File: config.mk
export PLATFORM = sky130hd
export DESIGN_NAME = read_synchronizer
export DESIGN_NICKNAME = d
export VERILOG_FILES = /design/src/rtl/read_synchronizer_pkg.sv /design/src/rtl/read_synchronizer_sync_edge_detect.sv /design/src/rtl/read_synchronizer.sv
export SDC_FILE = /design/constraint.sdc
export NUM_CORES = 1
export LEC_CHECK = 0
export BUFFER_PORTS_ARGS = -buffer_cell sky130_fd_sc_hd__buf_2
export CAP_MARGIN = 25
export CORE_AREA = 8 8 49 51
export DETAILED_ROUTE_END_ITERATION = 7
export DIE_AREA = 0 0 57 59
export PLACE_DENSITY = 0.69
export SLEW_MARGIN = 20
export SYNTH_ARGS = -nofsm -noshare
export SYNTH_HDL_FRONTEND = slang
export SYNTH_SLANG_ARGS = --single-unit
File: constraint.sdc
create_clock -name clock -period 1.92 [get_ports clock]
set_input_delay 0.288 -clock clock [delete_from_list [all_inputs] [get_ports clock]]
set_output_delay 0.288 -clock clock [all_outputs]
set_load 0.01 [all_outputs]
File: src/rtl/read_synchronizer_pkg.sv
// Shared types and helpers for the FIFO read-side request synchronizer.
package read_sync_pkg;

  typedef enum logic [1:0] {
    StIdle  = 2'b00,
    StIssue = 2'b01,
    StGap   = 2'b10
  } state_e;

  localparam int unsigned GapCntWidth = 4;

  function automatic int unsigned pend_max(input int unsigned width);
    return (1 << width) - 1;
  endfunction

endpackage

File: src/rtl/read_synchronizer_sync_edge_detect.sv
// Multi-flop synchronizer followed by a rising-edge detector on the synchronized level.
module sync_edge_detect #(
  parameter int unsigned SYNC_STAGES = 2
) (
  input  logic clock,
  input  logic reset,
  input  logic async_in,
  output logic rise_pulse
);

  logic [SYNC_STAGES-1:0] sync_q;
  logic [SYNC_STAGES-1:0] valid_q;
  logic                   prev_q;

  // prev only follows the chain once post-reset zeros have flushed out, so a level held
  // high across reset release never looks like a fresh 0->1 transition.
  always_ff @(posedge clock) begin
    if (!reset) begin
      sync_q  <= '0;
      valid_q <= '0;
      prev_q  <= 1'b1;
    end else begin
      sync_q  <= {sync_q[SYNC_STAGES-2:0], async_in};
      valid_q <= {valid_q[SYNC_STAGES-2:0], 1'b1};
      prev_q  <= valid_q[SYNC_STAGES-1] ? sync_q[SYNC_STAGES-1] : 1'b1;
    end
  end

  assign rise_pulse = sync_q[SYNC_STAGES-1] & ~prev_q;

endmodule

File: src/rtl/read_synchronizer.sv
// Turns asynchronous consumer read requests into spaced single-cycle FIFO read strobes,
// queueing requests that arrive while the FIFO is empty or a read is in flight.
module read_synchronizer
  import read_sync_pkg::*;
#(
  parameter int unsigned SYNC_STAGES = 2,
  parameter int unsigned PEND_WIDTH  = 3,
  parameter int unsigned MIN_GAP     = 1
) (
  input  logic                  clock,
  input  logic                  reset,
  input  logic                  read_from_FIFO,
  input  logic                  fifo_empty,
  output logic                  read_synch,
  output logic [PEND_WIDTH-1:0] pending_count,
  output logic                  overflow,
  output logic                  busy
);

  localparam logic [PEND_WIDTH-1:0]  PendMax = PEND_WIDTH'(pend_max(PEND_WIDTH));
  localparam logic [GapCntWidth-1:0] GapLoad = GapCntWidth'(MIN_GAP);
  localparam logic [GapCntWidth-1:0] GapLast = GapCntWidth'(1);

  logic                   req_event;
  state_e                 state_q, state_d;
  logic [GapCntWidth-1:0] gap_q, gap_d;
  logic [PEND_WIDTH-1:0]  pend_q, pend_d;
  logic                   ovf_q, ovf_d;
  logic                   issue_take;
  logic                   pend_inc;
  logic                   pend_dec;

  sync_edge_detect #(
    .SYNC_STAGES(SYNC_STAGES)
  ) u_sync_edge_detect (
    .clock     (clock),
    .reset     (reset),
    .async_in  (read_from_FIFO),
    .rise_pulse(req_event)
  );

  always_comb begin
    state_d    = state_q;
    gap_d      = gap_q;
    pend_d     = pend_q;
    ovf_d      = ovf_q;
    issue_take = 1'b0;

    unique case (state_q)
      StIdle: begin
        if ((pend_q != '0 || req_event) && !fifo_empty) begin
          issue_take = 1'b1;
          state_d    = StIssue;
        end
      end
      StIssue: begin
        state_d = StGap;
        gap_d   = GapLoad;
      end
      StGap: begin
        gap_d = gap_q - 1'b1;
        if (gap_q == GapLast) begin
          state_d = StIdle;
        end
      end
      default: state_d = StIdle;
    endcase

    // An event issued straight from an empty queue never enters the count.
    pend_inc = req_event && !(issue_take && pend_q == '0);
    pend_dec = issue_take && pend_q != '0;

    if (pend_inc && !pend_dec) begin
      if (pend_q == PendMax) begin
        ovf_d = 1'b1;
      end else begin
        pend_d = pend_q + 1'b1;
      end
    end else if (pend_dec && !pend_inc) begin
      pend_d = pend_q - 1'b1;
    end
  end

  always_ff @(posedge clock) begin
    if (!reset) begin
      state_q <= StIdle;
      gap_q   <= '0;
      pend_q  <= '0;
      ovf_q   <= 1'b0;
    end else begin
      state_q <= state_d;
      gap_q   <= gap_d;
      pend_q  <= pend_d;
      ovf_q   <= ovf_d;
    end
  end

  assign read_synch    = (state_q == StIssue);
  assign pending_count = pend_q;
  assign overflow      = ovf_q;
  assign busy          = (state_q != StIdle) || (pend_q != '0);

endmodule

### Word-level counts from Yosys, hierarchy flattened

Cells that the tools add are included.

| operators by class | value |
|---|---|
| add/sub/neg operators | 3 |
| equality and inequality tests | 7 |
| multiplexer cells | 10 |
| bitwise operators | 2 |
| reductions and logical operators | 22 |

Operators by type and width:

| cell | number |
|---|---|
| $mux 3 | 3 |
| $pmux 4 s2 | 1 |
| $reduce_and 2->1 | 4 |
| $logic_and 1x1->1 | 6 |
| $ne 2x2->1 const B | 3 |
| $pmux 2 s3 | 1 |
| $reduce_bool 2->1 | 3 |
| $eq 4x1->1 const B | 1 |
| $logic_not 1->1 | 4 |
| $mux 2 | 2 |
| $sub 4x1->4 const B | 1 |
| $add 3x1->3 const B | 1 |
| $eq 3x3->1 const B | 1 |
| $logic_not 3->1 | 1 |
| $mux 1 | 3 |
| $reduce_bool 3->1 | 1 |
| $sub 3x1->3 const B | 1 |
| $eq 2x1->1 const B | 1 |
| $eq 2x2->1 const B | 1 |
| $logic_not 2->1 | 1 |
| $logic_or 1x1->1 | 2 |
| $and 1x1->1 | 1 |
| $not 1->1 | 1 |

| word-level totals | value |
|---|---|
| register bits after elaboration | 15 |
| input bits | 4 |
| output and inout bits | 6 |
| word-level logic and storage cells | 52 |

### Logic depth before layout (Yosys ltp)

Gate-level depths: netlist of the first run.

| logic depth | value |
|---|---|
| depth in word-level cells | 13 |
| depth in mapped cells | 8 |
| mapped depth without buffers | 8 |

### Modules after synthesis

A second synthesis of the first run with hierarchy kept.

| second synthesis, totals | value |
|---|---|
| cells, all modules | 77 |
| area total of the unflattened synthesis | 732.0 µm² |

By module, submodules not included:

| module | instances | cells each | area each (µm²) | sequential area each (µm²) |
|---|---|---|---|---|
| read_synchronizer | 1 | 67 | 599.3 | 200.2 |
| sync_edge_detect | 1 | 10 | 132.6 | 100.1 |

### Worst setup path before layout of the first run

OpenSTA, ideal clock, no wires.

| timing | value |
|---|---|
| kind | reg2reg |
| from | register state_q[0] |
| to | register pend_q[2] (netlist: pending_count[2]) |
| setup time | 72 ps |
| arrival time | 1775 ps |
| data required time | 1848 ps |
| setup slack | 74 ps |
| stages on the path, launching flop included | 9 |
| path buffers | 0 |
| clock period less this slack | 1846 ps |
| cells stage by stage | dfxtp_1 > inv_1 > ha_1 > nand2b_1 > nand2_1 > fa_1 > a21o_2 > a22oi_2 > mux2i_1 |

| on the way | value |
|---|---|
| longest elaborated chain between the ends | 9 |
| elaborated cells on any way between the ends | 14 |
| classes of those cells | eq/ne (1); mux (2); reduce/logical (11) |

RTL lines:

| what | RTL line | source |
|---|---|---|
| start, declared | read_synchronizer.sv:25 | `state_e state_q, state_d;` |
| start signal, assigned | read_synchronizer.sv:86 | `state_q <= StIdle;` |
| start signal, assigned | read_synchronizer.sv:91 | `state_q <= state_d;` |
| $logic_not 2->1 * | read_synchronizer.sv:49 | `unique case (state_q)` |
| $mux 1 * | read_synchronizer.sv:49 |  |
| $logic_and 1x1->1 | read_synchronizer.sv:70 | `pend_inc = req_event && !(issue_take && pend_q == '0);` |
| $logic_not 1->1 | read_synchronizer.sv:70 |  |
| $logic_and 1x1->1 | read_synchronizer.sv:70 |  |
| $logic_not 1->1 | read_synchronizer.sv:79 | `end else if (pend_dec && !pend_inc) begin` |
| $logic_and 1x1->1 | read_synchronizer.sv:79 |  |
| $reduce_bool 2->1 (no source line) | n/a |  |
| $reduce_and 2->1 (no source line) | n/a |  |
| end signal, assigned | read_synchronizer.sv:93 | `pend_q <= pend_d;` |
| end, declared | read_synchronizer.sv:27 | `logic [PEND_WIDTH-1:0] pend_q, pend_d;` |

Mark *: on every way between the ends. The rest lies on a longest branch, timed or not.
A chain may end at the register's enable or synchronous reset.

### Worst setup path in the final report of the first run

Same ends and word-level chain as after synthesis.

==> flow_summary.ini, run 1 <==
[setup_path]
critPathCaptureType = register
cp.required_ns = 2.14
cpMaxStageDelayCell = fa_2
path_class = reg2reg
crit_path_max_incr_delay_ns = 0.36
worstSetupStartpoint = state_q[0]$_SDFFE_PN0P_
worstSetupStartpointType = register
crit_chain = inv_1, ha_1, nand2b_1, nand2_1, fa_2, a21o_2, a22oi_2, mux2i_1
rr_startpoint = state_q[0]$_SDFFE_PN0P_
crit_fanout = 4
arrival_ns = 2.01

[logic_synthesis]
synth_top_area_share_pct = 39.7
synth-seq-cells = 15
syn-num-nets = 93
synth_area_um2 = 756
netlist_instances = 82
yosys_warnings = 0
synth_area_leaders = dfxtp_1, ha_1, nand2_1
synth_enable_flop_cells = 0
synth-async-reset-ratio_pct = 0
syn_area_per_cell_um2 = 9.22
yosysTopAreaCell = dfxtp_1
yosysSeqAreaShare_pct = 39.7
synth_ff_type = dfxtp_1
synth.distinct_cells = 30

[final_layout]
antenna_cells = 0
layout-area-overhead-vs-synth_pct = 11.9
drive_above_1_share_pct = 23.4
final_common_cell = dfxtp_1
fill_cells = 170
nets = 106
multiInputGateArea_um2 = 420
seq_area_um2 = 303
final_cell_mix = dfxtp_1, nand2_1, buf_2, inv_1, ha_1

[die]
die_area_um2 = 3360
row_count = 15
core_area_um2 = 1650
dieWidth_um = 57
die_h_um = 59
start_util_pct = 45.8
io_pins = 10

[flow_run]
max-cap-violations = 0

[hold_path]
hp-class = in2reg
hp-start = read_from_FIFO

[global_routing]
grt-ovfl-total = 0
grt_pass1_vias = 437
antenna_found_initial = 0
grt_max_degree = 17
grt_pass1_wl_um = 2000
gr-usage-all-layers_pct = 7.60

[timing]
fin_crit_ns = 1.79
setup_ws_ns = 0.134
setup_viol = 0
worstMarginPinSlew_ns = 0.518
relSlewSlack_pct = 65.5
hold_viol = 0
setup-tns-final_ns = 0
clock_skew_ns = 0.00660
max_freq_mhz = 560
drv_slew = 0
period_share_pct = 93.0
rsz0062_at_grt = false

[power_and_ir_drop]
power_density_nw_per_um2 = 1340
max-vdd-ir-drop_uv = 653
p_leak_nw = 0.346

[routing]
drc = 0
wl_per_cell_um = 11.1
ant_nets = 0
vias = 550
routed_wl_um = 1230
viasPerCell = 4.95
drt-initial-drc-count = 11
drt_pass1_iterations = 4

[clocking]
worstSkewPairLatency_ns = 0.28
htreeDepth = 1
clkSlewWorstSetupHoldPaths_ns = 0.09
clockBufferDepth = 2
cts_buffers = 3
clock-root-buffer = clkbuf_4
cts_tree = yes
clock_sinks = 15

[placed_design]
preCtsSetupSlack_ns = 0.0498
hpwlAfterDp_um = 945
place_congestion = 0.801
portBuffers = 9

[status]
status = completed
-- area by class of cell --
type | instances | share of cell area [%]
well taps | 17 | 2.51
multi-input cells | 59 | 49.7
inverters | 6 | 2.66
flip-flops and latches | 15 | 35.8
clock buffers | 4 | 3.11
repair buffers | 10 | 6.21
-- worst max-delay path: cells and delay by family, from the launching register on --
kind,cells,cell delay (ns)
fa+ha+maj,2,0.59
buf+inv,1,0.07
compound gates,2,0.35
flops,1,0.35
mux,1,0.18
simple gates,2,0.19
-- logic make-up (layout without fill, tap and decap cells) --
group / after synthesis / count (layout) / share of synthesized area (%)
buffers and inverters: 8 / 20 / 4.97
multiplexers: 3 / 3 / 3.97
adder cells (fa/ha/maj): 7 / 7 / 12.6
flip-flops: 15 / 15 / 39.7
AO/OA/AOI/OAI: 14 / 14 / 13.1
AND/OR/NAND/NOR: 35 / 35 / 25.7
-- what timing repair did --
| action | 4_1_cts | 5_1_grt |
|---|---|---|
| setup buffers | 0 | 0 |
| hold buffers | 0 | 0 |
| setup endpoints to repair | 0 | 1 |
| gates resized for setup | 0 | 3 |
-- report_power, final --
| part | total, W | switching [W] | internal [W] |
|---|---|---|---|
| clock network | 0.000174 | 0.0000935 | 0.0000806 |
| registers | 0.000432 | 0.0000618 | 0.000370 |
| logic | 0.000524 | 0.000270 | 0.000254 |
-- routing by layer --
metal / vias to the layer above / part of all wire (%) / global-route usage, %
li1: 301 / - / -
met1: 239 / 49 / 8.52
met2: 6 / 44 / 11.2
met3: 4 / 4.6 / 4.29
met4: 0 / 2.0 / 4.03
met5: - / 0 / 0
-- through the flow --
| stage | hold WS (ns) | utilization [%] | instance area (um2) | power, W | instances |
|---|---|---|---|---|---|
| 2_1_floorplan | 0.316 | - | 756 | 0.000810 | 82 |
| 6_report | 0.213 | 51.2 | 846 | 0.00113 | 111 |
| 4_1_cts | 0.202 | 50.9 | 841 | 0.00114 | 111 |
| 3_3_place_gp | 0.367 | 49.3 | 815 | 0.000953 | 107 |
| 3_5_place_dp | 0.372 | 49.3 | 815 | 0.000962 | 107 |
| 5_1_grt | 0.183 | 51.2 | 846 | 0.00123 | 111 |
-- worst paths after layout --
path | end | slack (ns) | cells past startpoint
worst max-delay path | pending_count[2]$_SDFFE_PN0P_ | 0.13 | 8
worst min-delay path | u_sync_edge_detect.sync_q[0]$_SDFF_PN0_ | 0.21 | 2
worst max register to register | pending_count[2]$_SDFFE_PN0P_ | 0.13 | 8
worst min register to register | u_sync_edge_detect.prev_q$_SDFF_PN1_ | 0.38 | 1
-- registers in the layout, indices dropped and copies added (netlist names) --
register,flops
u_sync_edge_detect.sync_q,2
u_sync_edge_detect.prev_q,1
gap_q,4
u_sync_edge_detect.valid_q,2
state_q,2
overflow,1
pending_count,3
-- synthesized netlist by cell type (all sizes together) (2+ instances only) --
cell type  number
a21boi          2
a21oi           2
and2            4
dfxtp          15
ha              6
inv             6
mux2i           3
nand2          10
nand2b          2
nand3           4
nor2            3
nor2b           2
nor3            5
o21a            2
o21ai           3
or3             2
No activity file was read; power rests on OpenSTA's default activity.
==> run 2, diff against run 1 <==
--- a/config.mk
+++ b/config.mk
@@ -5,12 +5,13 @@
 export SDC_FILE = /design/constraint.sdc
 export NUM_CORES = 1
 export LEC_CHECK = 0
+export ABC_AREA = 1
 export BUFFER_PORTS_ARGS = -buffer_cell sky130_fd_sc_hd__buf_2
 export CAP_MARGIN = 25
-export CORE_AREA = 8 8 49 51
+export CORE_AREA = 2 2 43 45
 export DETAILED_ROUTE_END_ITERATION = 7
-export DIE_AREA = 0 0 57 59
-export PLACE_DENSITY = 0.69
+export DIE_AREA = 0 0 45 47
+export PLACE_DENSITY = 0.68
 export SLEW_MARGIN = 20
 export SYNTH_ARGS = -nofsm -noshare
 export SYNTH_HDL_FRONTEND = slang
==> flow_summary.ini, run 2 <==
[hold_path]
hp-class = in2reg

[global_routing]
grt-ovfl-total = 0
grt_use_met1_pct = 15.8
grt_pass1_wl_um = 1950
grt_busiest_layer = met2
antenna_found_initial = 0
use_met2_pct = 20.6
gr-usage-all-layers_pct = 13.3
grt_max_degree = 14
grt_pass1_vias = 504
gr-usage-met3_pct = 2.31

[logic_synthesis]
synthAdderAreaFrac_pct = 12.6
synth-seq-cells = 15
synth.most_common_cell = inv_1
yosysSeqAreaShare_pct = 39.8
synth_simple_gate_area_share_pct = 23.7
synth.distinct_cells = 19
yosys_warnings = 0
synth_enable_flop_cells = 0
synth_top_family_by_area = simple AND/OR/NAND/NOR gates
syn_area_per_cell_um2 = 7.47
synth_area_um2 = 754
yosysTopAreaCell = dfxtp_1
syn-num-nets = 112
synth_common_cells = inv_1, nand2_1, dfxtp_1
synth_area_leaders = dfxtp_1, inv_1, ha_1
netlist_instances = 101
synth-async-reset-ratio_pct = 0
synth_compound_area_share_pct = 10.8
synthMuxAreaShare_pct = 0
synth-xor-area-share_pct = 1.16
synth_ff_type = dfxtp_1
synth_top_area_share_pct = 39.8

[routing]
drt_pass1_iterations = 4
viasPerCell = 4.58
ant_nets = 0
routed_wl_um = 1150
vias = 595
drc = 0
wl_per_cell_um = 8.85
drt-initial-drc-count = 3

[power_and_ir_drop]
seqPwrFrac_pct = 36.1
power_density_nw_per_um2 = 1490
power_switching_w = 0.000541
max-vdd-ir-drop_uv = 671
power_frac_comb_pct = 50.0
power.internal_w = 0.000715
pwr-share-clk_pct = 13.8
p_sw_share_pct = 43.1
p_leak_nw = 0.416

[die]
io_pins = 10
die_area_um2 = 2120
row_count = 15
dieWidth_um = 45
core_area_um2 = 1650
start_util_pct = 45.7
die_h_um = 47

[setup_path]
path_class = reg2reg
arrival_ns = 1.91
cp.required_ns = 2.10
cpMaxStageDelayCell = fa_1
ff2ff_setup_slack_ns = 0.19
critPathCaptureType = register
crit_fanout = 5
crit_path_max_incr_delay_ns = 0.39
worstSetupStartpointType = register
crit_chain = inv_1, ha_1, inv_2, o21ai_2, fa_1, o211ai_1, nand2_1, a21oi_1, nor2_1

[clocking]
cts_hold_buf = 0
cts_tree = yes
cts_buffers = 3
cts_setup_buffers = 0
worstSkewPairLatency_ns = 0.28
clock_sinks = 15
clock-root-buffer = clkbuf_4
clockBufferDepth = 2
clkSlewWorstSetupHoldPaths_ns = 0.09
cts_resized = 0
htreeDepth = 1

[timing]
period_share_pct = 90.2
setup-tns-final_ns = 0
max_freq_mhz = 578
setup_viol = 0
worstMarginPinSlew_ns = 0.262
relSlewSlack_pct = 82.3
clock_skew_ns = 0.00676
hold_viol = 0
fin_crit_ns = 1.73
drv_slew = 0
rsz0062_at_grt = false

[final_layout]
drive_above_1_share_pct = 15.0
antenna_cells = 0
seq_area_um2 = 300
multiInputGateArea_um2 = 364
nets = 125
final_cell_mix = inv_1, nand2_1, dfxtp_1, nor2_1, buf_2
top_register = gap_q
final_common_cell = inv_1
fill_cells = 166
largest_reg_flops = 4
layout-area-overhead-vs-synth_pct = 11.4
fin_util_pct = 50.9

[placed_design]
portBuffers = 9
place_congestion = 0.830
hpwlAfterDp_um = 923

[flow_run]
max-cap-violations = 0

[status]
status = completed
## run 2: changes by cell type after synthesis, moves of 2 or more
cell	change
nor3_1	-4
o21ai_2	+2
inv_1	+15
nand2b_1	-2
nand2_1	+7
nor2_1	+10
a21oi_1	+4
and2_1	-4
nand4_1	+2
mux2i_1	-3
o21a_1	-2
nand3_1	+2
## run 2: power by group through the flow
stage | Combinational [W] | Sequential, W | Clock [W]
after global routing | 0.000730 | 0.000465 | 0.000197
final | 0.000629 | 0.000454 | 0.000174
after global placement | 0.000631 | 0.000458 | 0
after detailed placement | 0.000634 | 0.000462 | 0
after floorplan | 0.000493 | 0.000460 | 0
after CTS | 0.000639 | 0.000453 | 0.000185
## run 2: worst paths after layout
path	from	to	cells after the start
max	state_q[0]$_SDFFE_PN0P_	pending_count[2]$_SDFFE_PN0P_	9
min	read_from_FIFO	u_sync_edge_detect.sync_q[0]$_SDFF_PN0_	3
max reg2reg	state_q[0]$_SDFFE_PN0P_	pending_count[2]$_SDFFE_PN0P_	9
min reg2reg	u_sync_edge_detect.valid_q[1]$_SDFF_PN0_	u_sync_edge_detect.prev_q$_SDFF_PN1_	1
## run 2: kinds of logic after synthesis
kind of cell / count (synthesis)
simple gates: 41
buf+inv: 23
flops: 15
compound gates: 14
fa+ha+maj: 7
xor+xnor: 1
## run 2: final cells by class
type | instances | share of cell area (%)
well taps | 17 | 2.53
repair buffers | 9 | 5.36
clock inverters | 1 | 0.595
flip-flops and latches | 15 | 35.7
multi-input cells | 63 | 43.3
inverters | 22 | 9.82
clock buffers | 3 | 2.68
## run 2: per-stage QoR
step	instances	hold WS, ns	power (W)	instance area [um2]	setup WS, ns
after floorplan	101	0.316	0.000952	754	0.303
after CTS	130	0.170	0.00128	841	0.199
final	130	0.183	0.00126	841	0.188
after global placement	126	0.370	0.00109	813	0.240
after global routing	130	0.192	0.00139	841	0.0305
after detailed placement	126	0.377	0.00110	813	0.208
## run 2: routing by layer
layer  wire length [um]  up-vias
met4                 18        0
met5                  0        -
met3                 38        2
met1                572      248
li1                   -      337
met2                522        8
## run 2: worst max-delay path, delay by kind of cell (launching register included)
kind            cells  cell delay, ns
flops               1            0.36
fa+ha+maj           2            0.64
buf+inv             2            0.17
compound gates      3            0.32
simple gates        2            0.14
==> run 3, diff against run 2 <==
--- a/config.mk
+++ b/config.mk
@@ -5,13 +5,13 @@
 export SDC_FILE = /design/constraint.sdc
 export NUM_CORES = 1
 export LEC_CHECK = 0
-export ABC_AREA = 1
+export ABC_AREA = 0
 export BUFFER_PORTS_ARGS = -buffer_cell sky130_fd_sc_hd__buf_2
 export CAP_MARGIN = 25
 export CORE_AREA = 2 2 43 45
 export DETAILED_ROUTE_END_ITERATION = 7
 export DIE_AREA = 0 0 45 47
-export PLACE_DENSITY = 0.68
+export PLACE_DENSITY = 0.66
 export SLEW_MARGIN = 20
 export SYNTH_ARGS = -nofsm -noshare
 export SYNTH_HDL_FRONTEND = slang
==> flow_summary.ini, run 3 (same netlist as run 1, synthesis figures left out) <==
[status]
status = completed

[timing]
max_freq_mhz = 566
setup_viol = 0
worstMarginPinSlew_ns = 0.538
fin_crit_ns = 1.77
setup-tns-final_ns = 0
clock_skew_ns = 0.000703
relSlewSlack_pct = 64.1
drv_slew = 0
rsz0062_at_grt = false
period_share_pct = 92.1
hold_viol = 0

[clocking]
worstSkewPairLatency_ns = 0.28
clock-root-buffer = clkbuf_4
cts_buffers = 3
htreeDepth = 1
clock_sinks = 15
cts_hold_buf = 0
clockBufferDepth = 2
clkSlewWorstSetupHoldPaths_ns = 0.09
cts_tree = yes

[final_layout]
final_common_cell = dfxtp_1
stdcell_count = 112
layout-area-overhead-vs-synth_pct = 13.4
design_area_um2 = 857
fill_cells = 182
nets = 107
drive_above_1_share_pct = 26.3
largest_reg_flops = 4
multiInputGateArea_um2 = 423
seq_area_um2 = 303
antenna_cells = 0
top_register = gap_q
final_cell_mix = dfxtp_1, nand2_1, buf_2, inv_1

[hold_path]
hp-class = in2reg
hold_depth = 2
hp-start = read_from_FIFO

[placed_design]
hpwlAfterDp_um = 929
place_congestion = 0.772
portBuffers = 9
placed_area_um2 = 815
placed_cells = 107

[setup_path]
rr_startpoint = state_q[1]$_SDFFE_PN0P_
arrival_ns = 1.99
worstSetupStartpoint = state_q[1]$_SDFFE_PN0P_
cp.required_ns = 2.14
worstSetupStartpointType = register
path_class = reg2reg
crit_fanout = 4
critPathCaptureType = register
worst_r2r_path_depth = 8

[routing]
ant_nets = 0
drc = 0
wl_per_cell_um = 11.8
viasPerCell = 5.21
drt-initial-drc-count = 9
vias = 583
drt_pass1_iterations = 4
routed_wl_um = 1320

[power_and_ir_drop]
max-vdd-ir-drop_uv = 632
power_density_nw_per_um2 = 1360
p_leak_nw = 0.353
fin_total_pwr_w = 0.00117

[global_routing]
use_met2_pct = 25.7
grt_busiest_layer = met2
grt-ovfl-total = 0
grt_use_met1_pct = 16.0
grt_pass1_vias = 504
antenna_found_initial = 0
gr-usage-all-layers_pct = 15.3
grt_max_degree = 17
grt_pass1_wl_um = 2170
gr-usage-met3_pct = 4.62

[die]
start_util_pct = 45.8
dieWidth_um = 45
core_area_um2 = 1650
die_h_um = 47
row_count = 15
io_pins = 10
die_area_um2 = 2120

[flow_run]
max-cap-violations = 0
==> run 3: final cells by class <==
cell class,count,share of cell area [%]
multi-input combinational,59,49.3
inverter,6,2.63
clock inverter,1,0.584
clock buffer,3,2.63
tap,17,2.48
sequential,15,35.3
timing repair buffer,11,7.01
==> run 3: path summary, 6_finish.rpt <==
kind	endpoint	slack [ns]
worst max-delay path	pending_count[2]$_SDFFE_PN0P_	0.15
worst min register to register	u_sync_edge_detect.prev_q$_SDFF_PN1_	0.40
worst min-delay path	u_sync_edge_detect.sync_q[0]$_SDFF_PN0_	0.20
worst max register to register	pending_count[2]$_SDFFE_PN0P_	0.15
==> run 3: per-stage QoR <==
stage,hold slack [ns],setup WS [ns],util [%]
after floorplan,0.316,0.0735,-
after global placement,0.369,0.122,49.3
after detailed placement,0.377,0.0278,49.3
after CTS,0.197,0.00663,51.0
after global routing,0.210,0.0290,51.9
final,0.204,0.152,51.9
==> run 3: repair_timing <==
action / CTS / global route
buffers inserted: 0 / 1
gates resized for setup: 0 / 4
setup endpoints to repair: 0 / 1
==> run 3: power breakdown <==
group | switching, W | total, W | internal, W
logic | 0.000281 | 0.000555 | 0.000274
clock network | 0.000101 | 0.000179 | 0.0000774
registers | 0.0000641 | 0.000434 | 0.000370
==> run 3: critical path, cell delays in order (launching register included) <==
cell	delay (ns)
dfxtp_2	0.35
inv_1	0.07
ha_2	0.19
nand2b_1	0.09
nand2_1	0.09
fa_2	0.36
a21o_2	0.20
a22oi_2	0.15
mux2i_1	0.19
==> run 3: routing by layer <==
metal | part of all wire (%) | wire length [um]
met4 | 2.4 | 32
met5 | 0 | 0
met3 | 3.9 | 52
met1 | 46 | 612
met2 | 47 | 623
